==> config.mk <==
export PLATFORM = sky130hd
export DESIGN_NAME = pipeline_stall_ctrl
export DESIGN_NICKNAME = d
export VERILOG_FILES = /design/src/rtl/pipeline_stall_ctrl_pkg.sv /design/src/rtl/pipeline_stall_ctrl_dep_cmp.sv /design/src/rtl/pipeline_stall_ctrl.sv
export SDC_FILE = /design/constraint.sdc
export NUM_CORES = 1
export LEC_CHECK = 0
export ABC_AREA = 1
export CAP_MARGIN = 15
export CORE_UTILIZATION = 45
export DETAILED_ROUTE_END_ITERATION = 8
export MAX_ROUTING_LAYER = met4
export PLACE_DENSITY = 0.78
export SYNTH_ARGS = -nofsm -noshare
export SYNTH_HDL_FRONTEND = slang
export SYNTH_SLANG_ARGS = --single-unit
==> constraint.sdc <==
create_clock -name clk -period 2.8 [get_ports clk]
set_clock_uncertainty 0.2 [all_clocks]
set_input_delay 0.56 -clock clk [delete_from_list [all_inputs] [get_ports clk]]
set_output_delay 0.56 -clock clk [all_outputs]
set_load 0.02 [all_outputs]
==> src/rtl/pipeline_stall_ctrl_pkg.sv <==
// -----------------------------------------------------------------------------
// pipeline_stall_ctrl_pkg
//   Shared definitions for the pipeline stall/flush sequencer:
//   FSM state encoding, stall-length constants, the hard-wired zero register
//   and the hazard-priority helper that turns comparator hits into a stall
//   length.
// -----------------------------------------------------------------------------
package pipeline_stall_ctrl_pkg;

  typedef enum logic [1:0] {
    ST_RUN     = 2'd0,
    ST_STALL   = 2'd1,
    ST_MD_WAIT = 2'd2
  } state_e;

  localparam logic [1:0] L_NONE = 2'd0;
  localparam logic [1:0] L_ONE  = 2'd1;
  localparam logic [1:0] L_TWO  = 2'd2;

  localparam logic [4:0] REG_ZERO = 5'd0;

  // Ordered hazard rules, first match wins. A branch resolved in ID needs its
  // operands one stage earlier than an ALU op, so a load in EX costs it two
  // cycles and an ALU result in EX or a load in MEM costs it one.
  function automatic logic [1:0] stall_len(
    input logic is_branch,
    input logic ex_load_hit,
    input logic ex_alu_hit,
    input logic mem_load_hit
  );
    logic [1:0] len;
    len = L_NONE;
    if (is_branch && ex_load_hit) begin
      len = L_TWO;
    end else if (is_branch && ex_alu_hit) begin
      len = L_ONE;
    end else if (is_branch && mem_load_hit) begin
      len = L_ONE;
    end else if (ex_load_hit) begin
      len = L_ONE;
    end
    return len;
  endfunction

endpackage

==> src/rtl/pipeline_stall_ctrl_dep_cmp.sv <==
// -----------------------------------------------------------------------------
// pipeline_stall_ctrl_dep_cmp
//   Register dependency comparator: flags when a producing stage (rd_i,
//   valid_i) writes a register read by the instruction in ID. Register 0 is
//   never a dependency.
// Ports
//   rd_i       producer destination register
//   valid_i    producer qualifier (RegWrite / MemRead of that stage)
//   rs_i       ID source register Rs
//   rt_i       ID source register Rt
//   uses_rt_i  ID instruction actually reads Rt
//   hit_o      dependency present
// -----------------------------------------------------------------------------
module pipeline_stall_ctrl_dep_cmp
  import pipeline_stall_ctrl_pkg::*;
(
  input  logic [4:0] rd_i,
  input  logic       valid_i,
  input  logic [4:0] rs_i,
  input  logic [4:0] rt_i,
  input  logic       uses_rt_i,
  output logic       hit_o
);

  assign hit_o = valid_i && (rd_i != REG_ZERO) &&
                 ((rd_i == rs_i) || (uses_rt_i && (rd_i == rt_i)));

endmodule

==> src/rtl/pipeline_stall_ctrl.sv <==
// -----------------------------------------------------------------------------
// pipeline_stall_ctrl
//   Stall/flush sequencer for a 5-stage MIPS pipeline with branches resolved
//   in ID. Detects load-use and branch-operand hazards, counts out multi-cycle
//   stalls, handshakes the mult/div unit and keeps a saturating count of
//   cycles in which the PC was held.
// Parameters
//   MD_TIMEOUT  MD_WAIT cycles allowed before the mult/div wait is abandoned
//   CNT_W       width of stall_cycles_o
// Ports
//   clk, rst                 clock, synchronous active-high reset
//   id_*_i                   decoded fields of the instruction in IF/ID
//   branch_taken_i           ID branch comparison result
//   ex_*_i, mem_*_i          destination/control of ID/EX and EX/MEM
//   md_done_i                mult/div result ready pulse
//   pc_en_o, ifid_en_o       PC and IF/ID write enables
//   ifid_flush_o             zero IF/ID on next edge
//   idex_bubble_o            insert NOP into ID/EX on next edge
//   md_start_o               start pulse to mult/div unit
//   md_error_o               sticky mult/div timeout flag
//   stall_cycles_o           saturating count of cycles with pc_en_o low
// -----------------------------------------------------------------------------
module pipeline_stall_ctrl
  import pipeline_stall_ctrl_pkg::*;
#(
  parameter int MD_TIMEOUT = 64,
  parameter int CNT_W      = 32
) (
  input  logic             clk,
  input  logic             rst,
  input  logic [4:0]       id_rs_i,
  input  logic [4:0]       id_rt_i,
  input  logic             id_uses_rt_i,
  input  logic             id_is_branch_i,
  input  logic             id_is_jump_i,
  input  logic             id_is_md_i,
  input  logic             branch_taken_i,
  input  logic [4:0]       ex_rd_i,
  input  logic             ex_reg_write_i,
  input  logic             ex_mem_read_i,
  input  logic [4:0]       mem_rd_i,
  input  logic             mem_mem_read_i,
  input  logic             md_done_i,
  output logic             pc_en_o,
  output logic             ifid_en_o,
  output logic             ifid_flush_o,
  output logic             idex_bubble_o,
  output logic             md_start_o,
  output logic             md_error_o,
  output logic [CNT_W-1:0] stall_cycles_o
);

  localparam int TMO_W = (MD_TIMEOUT > 1) ? $clog2(MD_TIMEOUT) : 1;
  localparam logic [TMO_W-1:0] TMO_LAST = TMO_W'(MD_TIMEOUT - 1);

  // Comparator slots: 0 = load in EX, 1 = ALU write in EX, 2 = load in MEM.
  logic [4:0] cmp_rd    [3];
  logic       cmp_valid [3];
  logic [2:0] cmp_hit;

  assign cmp_rd[0]    = ex_rd_i;
  assign cmp_valid[0] = ex_mem_read_i;
  assign cmp_rd[1]    = ex_rd_i;
  assign cmp_valid[1] = ex_reg_write_i;
  assign cmp_rd[2]    = mem_rd_i;
  assign cmp_valid[2] = mem_mem_read_i;

  generate
    for (genvar gi = 0; gi < 3; gi++) begin : g_cmp
      pipeline_stall_ctrl_dep_cmp u_cmp (
        .rd_i      (cmp_rd[gi]),
        .valid_i   (cmp_valid[gi]),
        .rs_i      (id_rs_i),
        .rt_i      (id_rt_i),
        .uses_rt_i (id_uses_rt_i),
        .hit_o     (cmp_hit[gi])
      );
    end
  endgenerate

  logic [1:0] len;
  assign len = stall_len(id_is_branch_i, cmp_hit[0], cmp_hit[1], cmp_hit[2]);

  state_e           state_q, state_d;
  logic [1:0]       cnt_q, cnt_d;
  logic [TMO_W-1:0] tmo_q, tmo_d;
  logic             md_error_q, md_error_d;
  logic [CNT_W-1:0] stall_q;

  logic pc_en, ifid_en, ifid_flush, idex_bubble, md_start;

  always_comb begin
    state_d     = state_q;
    cnt_d       = cnt_q;
    tmo_d       = tmo_q;
    md_error_d  = md_error_q;
    pc_en       = 1'b1;
    ifid_en     = 1'b1;
    ifid_flush  = 1'b0;
    idex_bubble = 1'b0;
    md_start    = 1'b0;

    unique case (state_q)
      ST_RUN: begin
        if (len != L_NONE) begin
          pc_en       = 1'b0;
          ifid_en     = 1'b0;
          idex_bubble = 1'b1;
          // This cycle is the first stall cycle; STALL covers the rest.
          if (len == L_TWO) begin
            state_d = ST_STALL;
            cnt_d   = 2'd1;
          end
        end else if (id_is_md_i) begin
          md_start    = 1'b1;
          pc_en       = 1'b0;
          ifid_en     = 1'b0;
          idex_bubble = 1'b1;
          state_d     = ST_MD_WAIT;
          tmo_d       = '0;
        end else begin
          ifid_flush = id_is_jump_i || (id_is_branch_i && branch_taken_i);
        end
      end

      ST_STALL: begin
        pc_en       = 1'b0;
        ifid_en     = 1'b0;
        idex_bubble = 1'b1;
        if (cnt_q <= 2'd1) begin
          cnt_d   = 2'd0;
          state_d = ST_RUN;
        end else begin
          cnt_d = cnt_q - 2'd1;
        end
      end

      ST_MD_WAIT: begin
        // md_done releases the pipeline in the same cycle it arrives.
        if (!md_done_i) begin
          pc_en       = 1'b0;
          ifid_en     = 1'b0;
          idex_bubble = 1'b1;
          if (tmo_q == TMO_LAST) begin
            md_error_d = 1'b1;
            tmo_d      = '0;
            state_d    = ST_RUN;
          end else begin
            tmo_d = tmo_q + TMO_W'(1);
          end
        end else begin
          tmo_d   = '0;
          state_d = ST_RUN;
        end
      end

      default: begin
        pc_en       = 1'b0;
        ifid_en     = 1'b0;
        idex_bubble = 1'b1;
        state_d     = ST_RUN;
      end
    endcase

    // Reset holds the front end and drains IF/ID and ID/EX.
    if (rst) begin
      pc_en       = 1'b0;
      ifid_en     = 1'b0;
      ifid_flush  = 1'b1;
      idex_bubble = 1'b1;
      md_start    = 1'b0;
    end
  end

  always_ff @(posedge clk) begin
    if (rst) begin
      state_q    <= ST_RUN;
      cnt_q      <= 2'd0;
      tmo_q      <= '0;
      md_error_q <= 1'b0;
      stall_q    <= '0;
    end else begin
      state_q    <= state_d;
      cnt_q      <= cnt_d;
      tmo_q      <= tmo_d;
      md_error_q <= md_error_d;
      if (!pc_en && (stall_q != '1)) begin
        stall_q <= stall_q + CNT_W'(1);
      end
    end
  end

  assign pc_en_o        = pc_en;
  assign ifid_en_o      = ifid_en;
  assign ifid_flush_o   = ifid_flush;
  assign idex_bubble_o  = idex_bubble;
  assign md_start_o     = md_start;
  assign md_error_o     = md_error_q;
  assign stall_cycles_o = stall_q;

endmodule
==> results of run 1 <==
[placed cells by master (no fill, tap or decap), types with 2 or more instances in the layout]
cell,n
clkbuf_8,7
nand3_2,2
inv_2,2
a21oi_1,41
buf_4,13
buf_2,3
xnor2_1,7
nor2_1,45
nor3_1,18
nor4_1,8
inv_1,60
nor2_2,2
xor2_1,29
dlygate4sd2_1,19
nand4_1,11
nand3_1,50
nand2_1,123
o21ai_0,6
dfxtp_1,43
nand2_2,7
ha_1,2
clkdlybuf4s50_1,42
[worst max-delay path by stage]
stage,startpoint,end,slack [ns],depth (start not counted)
after floorplan,ex_rd_i[1],pc_en_o,0.14,11
after global placement,mem_rd_i[2],md_start_o,-0.54,11
after detailed placement,mem_rd_i[2],ifid_en_o,-0.58,11
after CTS,id_uses_rt_i,ifid_en_o,0.06,11
after global routing,ex_rd_i[4],ifid_en_o,0.005,12
final,ex_rd_i[4],ifid_en_o,0.14,12
[through the flow]
| step | cell area, um2 | util |
|---|---|---|
| detailed placement | 3760 | 0.589 |
| global route | 3840 | 0.601 |
| finish | 3840 | 0.601 |
| CTS | 3820 | 0.599 |
| floorplan | 3000 | - |
| global placement | 3760 | 0.589 |
[state kept, by name, summed over array words and instances, names as in the netlist]
| name | cells |
|---|---|
| stall_cycles_o | 32 |
| tmo_q | 6 |
| cnt_q | 2 |
| state_q | 2 |
| md_error_o | 1 |
[cells in the mapped netlist]
master    number
nor4_1         8
nor2_4         1
nand2_1      125
or2_2          1
buf_1          1
nand2_4        1
inv_1         62
xnor2_1        7
nor3_1        19
buf_2          4
nor2_1        46
a21oi_1       42
o21ai_0        7
dfxtp_1       43
nor2_2         1
buf_4          2
ha_1           2
nor3b_1        1
nand2b_1       1
buf_6          4
nand3_1       52
nor4_2         1
nand4_1       11
nand3b_1       1
and3_1         1
clkbuf_1       5
xor2_1        29
nand2_2        5
[repair_timing]
action                     4_1_cts  5_1_grt
setup endpoints to repair        5        5
hold buffers                     0        0
resized for setup               48        8
pin swaps                        1        6
[worst reg2reg max path: stages, from the launching register on]
cell	delay (ns)
dfxtp_1	0.41
ha_1	0.28
inv_1	0.10
nor2_4	0.16
nand2_2	0.10
nor2_1	0.10
nand3_1	0.08
nor2_1	0.13
nand4_1	0.11
nand2b_1	0.24
nand2_4	0.10
buf_4	0.20
nand2_1	0.07
a21oi_1	0.16
[cells by family after synthesis]
| kind of cell | synth area share |
|---|---|
| DFF | 0.287 |
| xor gates and xnor gates | 0.105 |
| and+or+nand+nor | 0.407 |
| buffers and inverters | 0.112 |
| AOI/OAI and AO/OA | 0.0816 |
| adders and majority gates | 0.00833 |
[power groups by stage]
| stage | Sequential, mW | Clock, mW | Combinational (mW) |
|---|---|---|---|
| floorplan | 0.646 | 0 | 0.117 |
| global placement | 0.641 | 0 | 0.220 |
| detailed placement | 0.641 | 0 | 0.223 |
| CTS | 0.627 | 0.445 | 0.211 |
| global route | 0.628 | 0.473 | 0.236 |
| finish | 0.627 | 0.438 | 0.215 |
[metal layers]
metal	wire length, um	vias up	global-route usage
li1	-	1686	-
met3	376	17	0.0376
met5	0	-	-
met2	4010	117	0.407
met4	138	0	0.0693
met1	3750	1527	0.303
[cell type report]
type | instances | area, um2
well taps | 77 | 96.3
multi-input cells | 362 | 1830
flip-flops and latches | 43 | 861
clock buffers | 8 | 100
fillers | 617 | 2540
inverters | 62 | 233
repair buffers | 79 | 717
==> metrics, run 1 <==
CTS buffer count 5; endpoint class of the critical path primary output; Tmin final 2.66 ns; internal power 0.929 mW; Slew Viols, Final 0; WS Path Type primary input to primary output; DRT iter0 DRCs between 200 and 250; Yosys top cell area share 0.287; antenna cells 0; first-pass GRT wire length approximately 13 mm; Net Sw Frac 0.274; H-tree levels 2; synth-to-layout area growth 27.9%; layout cell share with drive strength beyond 1 0.0776; initial antenna violation count 0; Total GRT Usage 0.243; dpl cells around 620; Max VDD drop between 200 and 250 uV; Reg power frac 0.490; hold depth 2; Slew HR 0.693; number of port buffers 68; Netlist cell types 28; # setup viols final 0; Post-Syn Area 3000 um2; Worst path max stage delay around 0.27 ns; clock root buffer clkbuf_8; number of primary I/O pins just under 70; clock sinks 43; largest net degree at the start of global routing 38; Crit path required time around 2 ns; post-CTS setup repair buffer count 0; WL final slightly above 8 mm; DRC violations left 0; Most common cell on crit path nand2_2; r2r worst-path depth 13; Peak Freq about 380 MHz; CTS tree yes; final setup TNS 0 ns; clk buf depth 2; post-detailed-route wirelength per cell 13.1 um; crit-path leading delay family simple AND/OR/NAND/NOR gates; syn nets slightly above 500; part of the power in the clock network 0.343; WP buf/inv 4; Hold Path Class register to register; synthesis-stage register bit count between 40 and 50; Initial Util 0.470; cells after synthesis approximately 480; reg-to-reg endpoint stall_cycles_o[13]$_SDFFE_PP0P_; clk_lat worst skew 0.30 ns; Final Cycle Share 0.952; outcome finished, final reports clean; worst reg2reg path startpoint stall_cycles_o[0]$_SDFFE_PP0P_; Placeable Area 6390 um2; max cap viols 0; NetSw around 0.35 mW; final std cells w/o fill 631; drt pass-1 iters 5; Final GP Congestion 0.992; Area contributors post-synth dfxtp_1, nand2_1, nand3_1; Antenna Nets Post-Route 0; grt ovf 0; Pwr Density 333 nW/um2; vias in the first global route a little under 3000; Comb pwr share 0.168; DIE AREA about 7000 um2; Arr. time, crit path 1.90 ns; CP Cell Sequence dlygate4sd2_1 > inv_1 > nand2_1 > a21oi_2 > nand3_1 > nand2_2 > nand2_2 > nand4_1 > nand2_1 > nand2_2 > inv_1 > buf_4; hpwl dp roughly 6.4 mm; Final Power around 1.3 mW; Hold Path End cnt_q[1]$_SDFFE_PP0P_; final hold vios 0; post-place setup slack -0.577 ns; CP max FO 3; routed vias/inst roughly 5.3; clock slew at reported path FFs about 0.080 ns; hold_sp cnt_q[1]$_SDFFE_PP0P_; r2r setup slk ~0.29 ns; Via Count 3347; pin slew with the least headroom to its limit between 0.4 and 0.5 ns; RSZ-0062 raised after global routing no; worst slack on hold paths 0.268 ns; warnings from Yosys 0; leak pwr ~1.6 nW; Row Count 29; startpoint types primary input; Post-Syn Area per Cell about 6.2 um2; slowest cell on the critical path dlygate4sd2_1; overall die height roughly 84 um; share of the yosys chip area belonging to registers 0.287; die width around 84 um; Final nets 586; final setup margin ~0.14 ns; Synth area leader dfxtp_1
No activity file was read; power rests on OpenSTA's default activity.
==> inputs of run 2 (changes only) <==
--- a/config.mk
+++ b/config.mk
@@ -8,6 +8,7 @@
 export ABC_AREA = 1
 export CAP_MARGIN = 15
 export CORE_UTILIZATION = 45
+export CTS_CLUSTER_DIAMETER = 200
 export DETAILED_ROUTE_END_ITERATION = 8
 export MAX_ROUTING_LAYER = met4
 export PLACE_DENSITY = 0.78
==> results of run 2 <==
Final layout, timing and power as in run 1 (identical DEF).
==> inputs of run 3 (changes only) <==
--- a/config.mk
+++ b/config.mk
@@ -6,12 +6,13 @@
 export NUM_CORES = 1
 export LEC_CHECK = 0
 export ABC_AREA = 1
-export CAP_MARGIN = 15
 export CORE_UTILIZATION = 45
+export CTS_BUF_LIST = sky130_fd_sc_hd__clkbuf_16
 export CTS_CLUSTER_DIAMETER = 200
 export DETAILED_ROUTE_END_ITERATION = 8
 export MAX_ROUTING_LAYER = met4
-export PLACE_DENSITY = 0.78
+export PLACE_DENSITY = 0.76
 export SYNTH_ARGS = -nofsm -noshare
 export SYNTH_HDL_FRONTEND = slang
+export SYNTH_HIERARCHICAL = 1
 export SYNTH_SLANG_ARGS = --single-unit
==> run 3 against run 2 <==
Effect of this change:
- cell count increased by 25%
- via count rose by 18%
- utilization rose by 0.42 points
- synthesized cell count rose by 25%
- clock-buffer cell count is 3 lower
- cell area is 16% higher
- synthesized area is 15% higher
- sequential power about the same
==> metrics, run 3 <==
die width 89.7 um (was 83.7 um); antenna cells 0 (unchanged); max reg flops 32 (unchanged); synth-to-layout area growth 28.3% (was 27.9%); Row Count 31 (was 29); Synth area leader dfxtp_1 (unchanged); Final Cycle Share 0.951 (was 0.952); pin slew with the least headroom to its limit 0.516 ns (was 0.457 ns); WS Path Type primary input to primary output (unchanged); outcome finished, final reports clean (unchanged); number of port buffers 68 (unchanged); leak pwr 1.95 nW (was 1.59 nW); Initial Util 0.472 (was 0.470); post-place setup slack -0.804 ns (was -0.577 ns); startpoint types primary input (unchanged); Most common cell on crit path nand2_1 (was nand2_2); warnings from Yosys 6 (was 0); Final Power 1.57 mW (was 1.28 mW); most frequent cell after synthesis nand2_1 (unchanged); Final nets 720 (was 586); reg-to-reg endpoint stall_cycles_o[12]$_SDFFE_PP0P_ (was stall_cycles_o[13]$_SDFFE_PP0P_); CTS tree yes (unchanged); drt pass-1 iters 5 (unchanged); Area contributors post-synth dfxtp_1, nand2_1, nor2_1 (was dfxtp_1, nand2_1, nand3_1); number of enable flip-flop cells after synthesis 0 (unchanged); Util after Layout 0.606 (was 0.601); Placeable Area 7330 um2 (was 6390 um2); clk buf depth 2 (unchanged); DRT iter0 DRCs 195 (was 219); WL final 9.25 mm (was 8.27 mm); Post-CTS Hold Fix Bufs 0 (unchanged); Peak Freq 375 MHz (about the same); Pwr Density 354 nW/um2 (was 333 nW/um2); DIE AREA 8050 um2 (was 7010 um2); first-pass GRT wire length 15.2 mm (was 13.5 mm); CTS buffer count 5 (unchanged); Worst path max stage delay 0.15 ns (was 0.27 ns); # setup viols final 0 (unchanged); crit path to ifid_en_o (unchanged); final setup margin 0.136 ns (about the same); Critical Path Source id_rs_i[1] (was ex_rd_i[4]); r2r setup slk 0.62 ns (was 0.29 ns); syn nets 639 (was 516); Total GRT Usage 0.246 (was 0.243); worst reg2reg path startpoint stall_cycles_o[0]$_SDFFE_PP0P_ (unchanged); share of the yosys chip area belonging to registers 0.249 (was 0.287); most frequent cells in the layout nand2_1, nor2_1, inv_1 (was nand2_1, inv_1, nand3_1); commonest non-fill, non-tap cell in the layout nand2_1 (unchanged); overall die height 89.7 um (was 83.7 um); vias in the first global route 3511 (was 2961); Async SR Flop Fraction 0 (unchanged); Antenna Nets Post-Route 0 (unchanged); largest net degree at the start of global routing 23 (was 38); Slew HR 0.655 (was 0.693); clock root buffer clkbuf_16 (was clkbuf_8); DRC violations left 0 (unchanged); worst slack on hold paths 0.268 ns (about the same); final hold vios 0 (unchanged); Netlist cell types 29 (was 28); Tmin final 2.66 ns (about the same); ys flop type dfxtp_1 (unchanged); r2r worst-path depth 10 (was 13); Post-Syn Area per Cell 5.71 um2 (was 6.22 um2); clk_lat worst skew 0.28 ns (was 0.30 ns); post-detailed-route wirelength per cell 11.8 um (was 13.1 um); dpl cells 777 (was 623); Slew Viols, Final 0 (unchanged); clock slew at reported path FFs 0.06 ns (was 0.08 ns); synthesis-stage register bit count 43 (unchanged); Final GP Congestion 0.933 (was 0.992); number of primary I/O pins 69 (unchanged); CP max FO 5 (was 3); max cap viols 0 (unchanged); endpoint class of the critical path primary output (unchanged); Post-Syn Area 3460 um2 (was 3000 um2); Via Count 3941 (was 3347); final std cells w/o fill 787 (was 631); CP Cell Sequence buf_2 > buf_4 > nand2_1 > nand2_1 > nor2_2 > nand3_2 > a21oi_2 > nand2_1 > inv_1 > nor2_2 > nand2_1 > nand2_1 > nand2_2 > inv_2 > buf_4 (was dlygate4sd2_1 > inv_1 > nand2_1 > a21oi_2 > nand3_1 > nand2_2 > nand2_2 > nand4_1 > nand2_1 > nand2_2 > inv_1 > buf_4); grt ovf 0 (unchanged); Crit path required time 2.04 ns (about the same); layout cell share with drive strength beyond 1 0.172 (was 0.0776); initial antenna violation count 0 (unchanged); hpwl dp 7.20 mm (was 6.45 mm); routed vias/inst 5.01 (was 5.30); Filler cells 698 (was 617); H-tree levels 2 (unchanged); clock sinks 43 (unchanged); slowest cell on the critical path buf_4 (was dlygate4sd2_1); top post-synthesis cells by count nand2_1, nor2_1, inv_1, nand3_1, dfxtp_1 (was nand2_1, inv_1, nand3_1, nor2_1, dfxtp_1); Max VDD drop 276 uV (was 249 uV); Yosys top cell area share 0.249 (was 0.287); Arr. time, crit path 1.90 ns (about the same); Hold Path Class register to register (unchanged); cells after synthesis 606 (was 483)
==> run 3: cell types whose count changed after synthesis, moves of 7 or more <==
cell,delta
nand2_1,+93
inv_2,+7
inv_1,+12
nor2_1,+50
nor4_1,-8
a21oi_1,-15
a21oi_2,+14
xor2_1,-21
nand2_2,+10
nand3_1,-7
nor3_1,-18
==> run 3: what timing repair did <==
item / 4_1_cts / 5_1_grt
resized for setup: 67 / 56
setup buffers: 2 / 0
cloned: 0 / 0
pin swaps: 5 / 13
endpoints found under the setup margin: 32 / 32
==> run 3: logic make-up after synthesis <==
logic type,count (synthesis),share of synthesized area
AND/OR/NAND/NOR,398,0.493
buffers and inverters,93,0.115
AO/OA/AOI/OAI,54,0.0947
flip-flops,43,0.249
XOR/XNOR,16,0.0405
adder cells (fa/ha/maj),2,0.00723
==> run 3: metrics by stage <==
stage          TNS [ns]  area [um2]
6_report              0        4440
5_1_grt        -0.00102        4440
4_1_cts               0        4480
3_5_place_dp     -16.91        4320
3_3_place_gp     -13.19        4320
2_1_floorplan         0        3460
==> run 3: cell type report <==
cell class	instances	area [um2]	share of cell area
multi-input cells	470	2260	0.510
clock inverters	3	38.8	0.00873
repair buffers	86	724	0.163
flip-flops and latches	43	861	0.194
inverters	81	304	0.0685
clock buffers	5	125	0.0282
well taps	99	124	0.0279
==> run 3: worst min-delay path by stage <==
stage | to | startpoint | cells after the start
floorplan | cnt_q[0]$_SDFFE_PP0P_ | cnt_q[0]$_SDFFE_PP0P_ | 2
global placement | cnt_q[0]$_SDFFE_PP0P_ | cnt_q[0]$_SDFFE_PP0P_ | 2
detailed placement | cnt_q[0]$_SDFFE_PP0P_ | cnt_q[0]$_SDFFE_PP0P_ | 2
CTS | cnt_q[0]$_SDFFE_PP0P_ | cnt_q[0]$_SDFFE_PP0P_ | 2
global route | cnt_q[0]$_SDFFE_PP0P_ | cnt_q[0]$_SDFFE_PP0P_ | 2
finish | cnt_q[0]$_SDFFE_PP0P_ | cnt_q[0]$_SDFFE_PP0P_ | 2
==> run 3: power breakdown <==
group / switching (mW) / internal [mW]
Sequential: 0.0103 / 0.620
Combinational: 0.166 / 0.116
Clock: 0.241 / 0.416
==> run 3: layer usage <==
metal	up-vias	global-route usage	wire length [um]
met3	10	0.0356	617
met4	0	0.0649	106
met2	120	0.406	4330
met1	1775	0.316	4200
li1	2036	-	-
met5	-	-	0
==> run 3: worst max-delay path, delay by kind of cell <==
| kind | cells | cell delay (ns) |
|---|---|---|
| and+or+nand+nor | 9 | 0.70 |
| AOI/OAI and AO/OA | 1 | 0.12 |
| buffers and inverters | 5 | 0.53 |
==> variant, RTL diff (flow settings as in run 2) <==
Set the package constant `REG_ZERO` to 5'd1 (it was 5'd0).
--- a/src/rtl/pipeline_stall_ctrl_pkg.sv
+++ b/src/rtl/pipeline_stall_ctrl_pkg.sv
@@ -19,3 +19,3 @@
 
-  localparam logic [4:0] REG_ZERO = 5'd0;
+  localparam logic [4:0] REG_ZERO = 5'd1;
 
Formal check against the unedited RTL: not equivalent (a bounded check fails within 4 cycles, from zero or initial values and one cycle with rst high).
==> variant against run 2 <==
  * Setup slack improved by 0.0013 ns
  * Wire length rose by 1.8%
  * Synthesized area grew 3.9%
  * Design area is 3.6% higher
  * Total power fell by 1.4%
  * Sequential cell count did not move
  * Synthesized cell count decreased by 0.41%
  * Largest power group unchanged
  * Worst hold slack got worse by 0.0087 ns
==> variant: results (changes against run 2) <==
Finish
  • Layout cells sized above 1: 13.1% (+5.3 points)
  • Antenna Cells: 0 (unchanged)
  • Final #Nets: 590 (+0.68%)
  • # fillers: 671 (+8.8%)

GRT
  • Total track usage: 25.2% (+0.92 points)
  • Largest net degree at the start of global routing: 38 (unchanged)
  • Met2 Track Usage GR: 41.9% (+1.2 points)
  • Global-route wire length before repair: 14400 µm (+6.9%)
  • Vias in the first global route: 3190 (+7.7%)
  • M3 GR Usage: 4.77% (+1.0 points)
  • GRT met1 Usage: 31.8% (+1.5 points)

Critical path
  • Crit path DAT: 1.90 ns (about the same)
  • Reg2reg start: stall_cycles_o[1]
  • Critical path origin: ex_rd_i[4]

Pwr
  • Clock Power Share: 32.4% (-1.9 points)
  • Static Leak: 1.60 nW (+1.2%)
  • Maximum vdd drop: 0.000213 V (-14%)
  • Power Sequential: 0.000625 W (about the same)
  • Power Internal: 0.000905 W (-2.6%)
  • Flop pwr share: 49.6% (+0.6 points)

Logic synthesis
  • List of most frequent post-synthesis cells: nand2_1 (123), inv_1 (61), nand3_1 (52)
  • Dominant cells by area after synthesis: dfxtp_1 (28%), nand2_1 (15%), nand3_1 (8.3%)
  • Syn Nets: 514 (-0.39%)
  • Ys async rst share: 0% (unchanged)
  • Register area share after synthesis: 27.6% (-1.1 points)
  • Post-synthesis cell type count: 29 (+3.6%)
  • Synth Flop Type: dfxtp_1

Clock tree
  • CTS max path bufs: 2 (unchanged)
  • Clk Latency, worst-skew pair: 0.30 ns (about the same)
  • H-tree Lvls: 2 (unchanged)

Timing
  • Slew headroom: 59.5% (-9.8 points)

Route
  • Highest metal used: met4
  • Initial drt markers: 137 (-37%)
  • Post-route ant nets: 0 (unchanged)
  • WL/cell: 13.3 µm (+1.4%)
  • Met2 wire length: 3990 µm (-0.62%)
  • Met3 WL: 444 µm (+18%)
  • Number of detailed-route iterations in the first pass: 4 (-1)
  • DRT met1 WL: 3910 µm (+4.4%)
  • Via density: 5.21 (-1.8%)

Placed design
  • Area after DPL: 3900 µm² (+3.8%)
  • Placer Congestion: 0.954 (-3.8%)
  • Post-DP HPWL: 6400 µm (-0.72%)

Flow run
  • Max-capacitance violation count: 0 (unchanged)

Status
  • Status: finished, final reports clean
-- variant: what timing repair did --
| item | CTS | global route |
|---|---|---|
| setup endpoints to repair | 5 | 35 |
| endpoints found under the hold margin | 0 | 0 |
| gates resized for setup | 54 | 5 |
| pin swaps | 5 | 8 |
-- variant: metrics by stage --
step / setup WS [ns] / std cells / hold slack, ns
floorplan: 0.104 / 481 / 0.233
global placement: -0.546 / 627 / 0.241
CTS: 0.0520 / 634 / 0.262
global route: 0.00319 / 634 / 0.310
detailed placement: -0.591 / 627 / 0.250
finish: 0.137 / 634 / 0.259
-- variant: kinds of logic (layout without fill, tap and decap cells) --
group | Yosys count | in the layout | synth area share, %
adders and majority gates | 2 | 2 | 0.802
DFF | 43 | 43 | 27.6
AOI/OAI and AO/OA | 50 | 50 | 11.3
and+or+nand+nor | 273 | 273 | 39.1
xor gates and xnor gates | 36 | 36 | 10.1
buffers and inverters | 77 | 153 | 11.1
-- variant: final cells by class --
cell class | instances | area (µm²) | share of cell area [%]
clock buffer | 6 | 82.6 | 2.07
clock inverter | 1 | 5.00 | 0.126
inverter | 61 | 229 | 5.75
multi-input combinational | 361 | 1930 | 48.6
sequential | 43 | 861 | 21.6
tap | 77 | 96.3 | 2.42
timing repair buffer | 85 | 772 | 19.4
-- variant: worst max-delay path, cell delays in order --
cell and delay, ns:
dlygate4sd2_1 0.25, buf_4 0.14, xnor2_1 0.16, nand3_1 0.12
nand2_2 0.09, nand2_2 0.06, nand4_1 0.15, nand2_1 0.10
nand2_2 0.09, inv_2 0.05, buf_6 0.12
-- variant: path summary, 6_finish.rpt --
check                        to  slack, ns  depth (start not counted)
max                     pc_en_o       0.14                         11
min                    cnt_q[1]       0.26                          2
max reg2reg  stall_cycles_o[12]       0.33                         12
min reg2reg            cnt_q[1]       0.26                          2
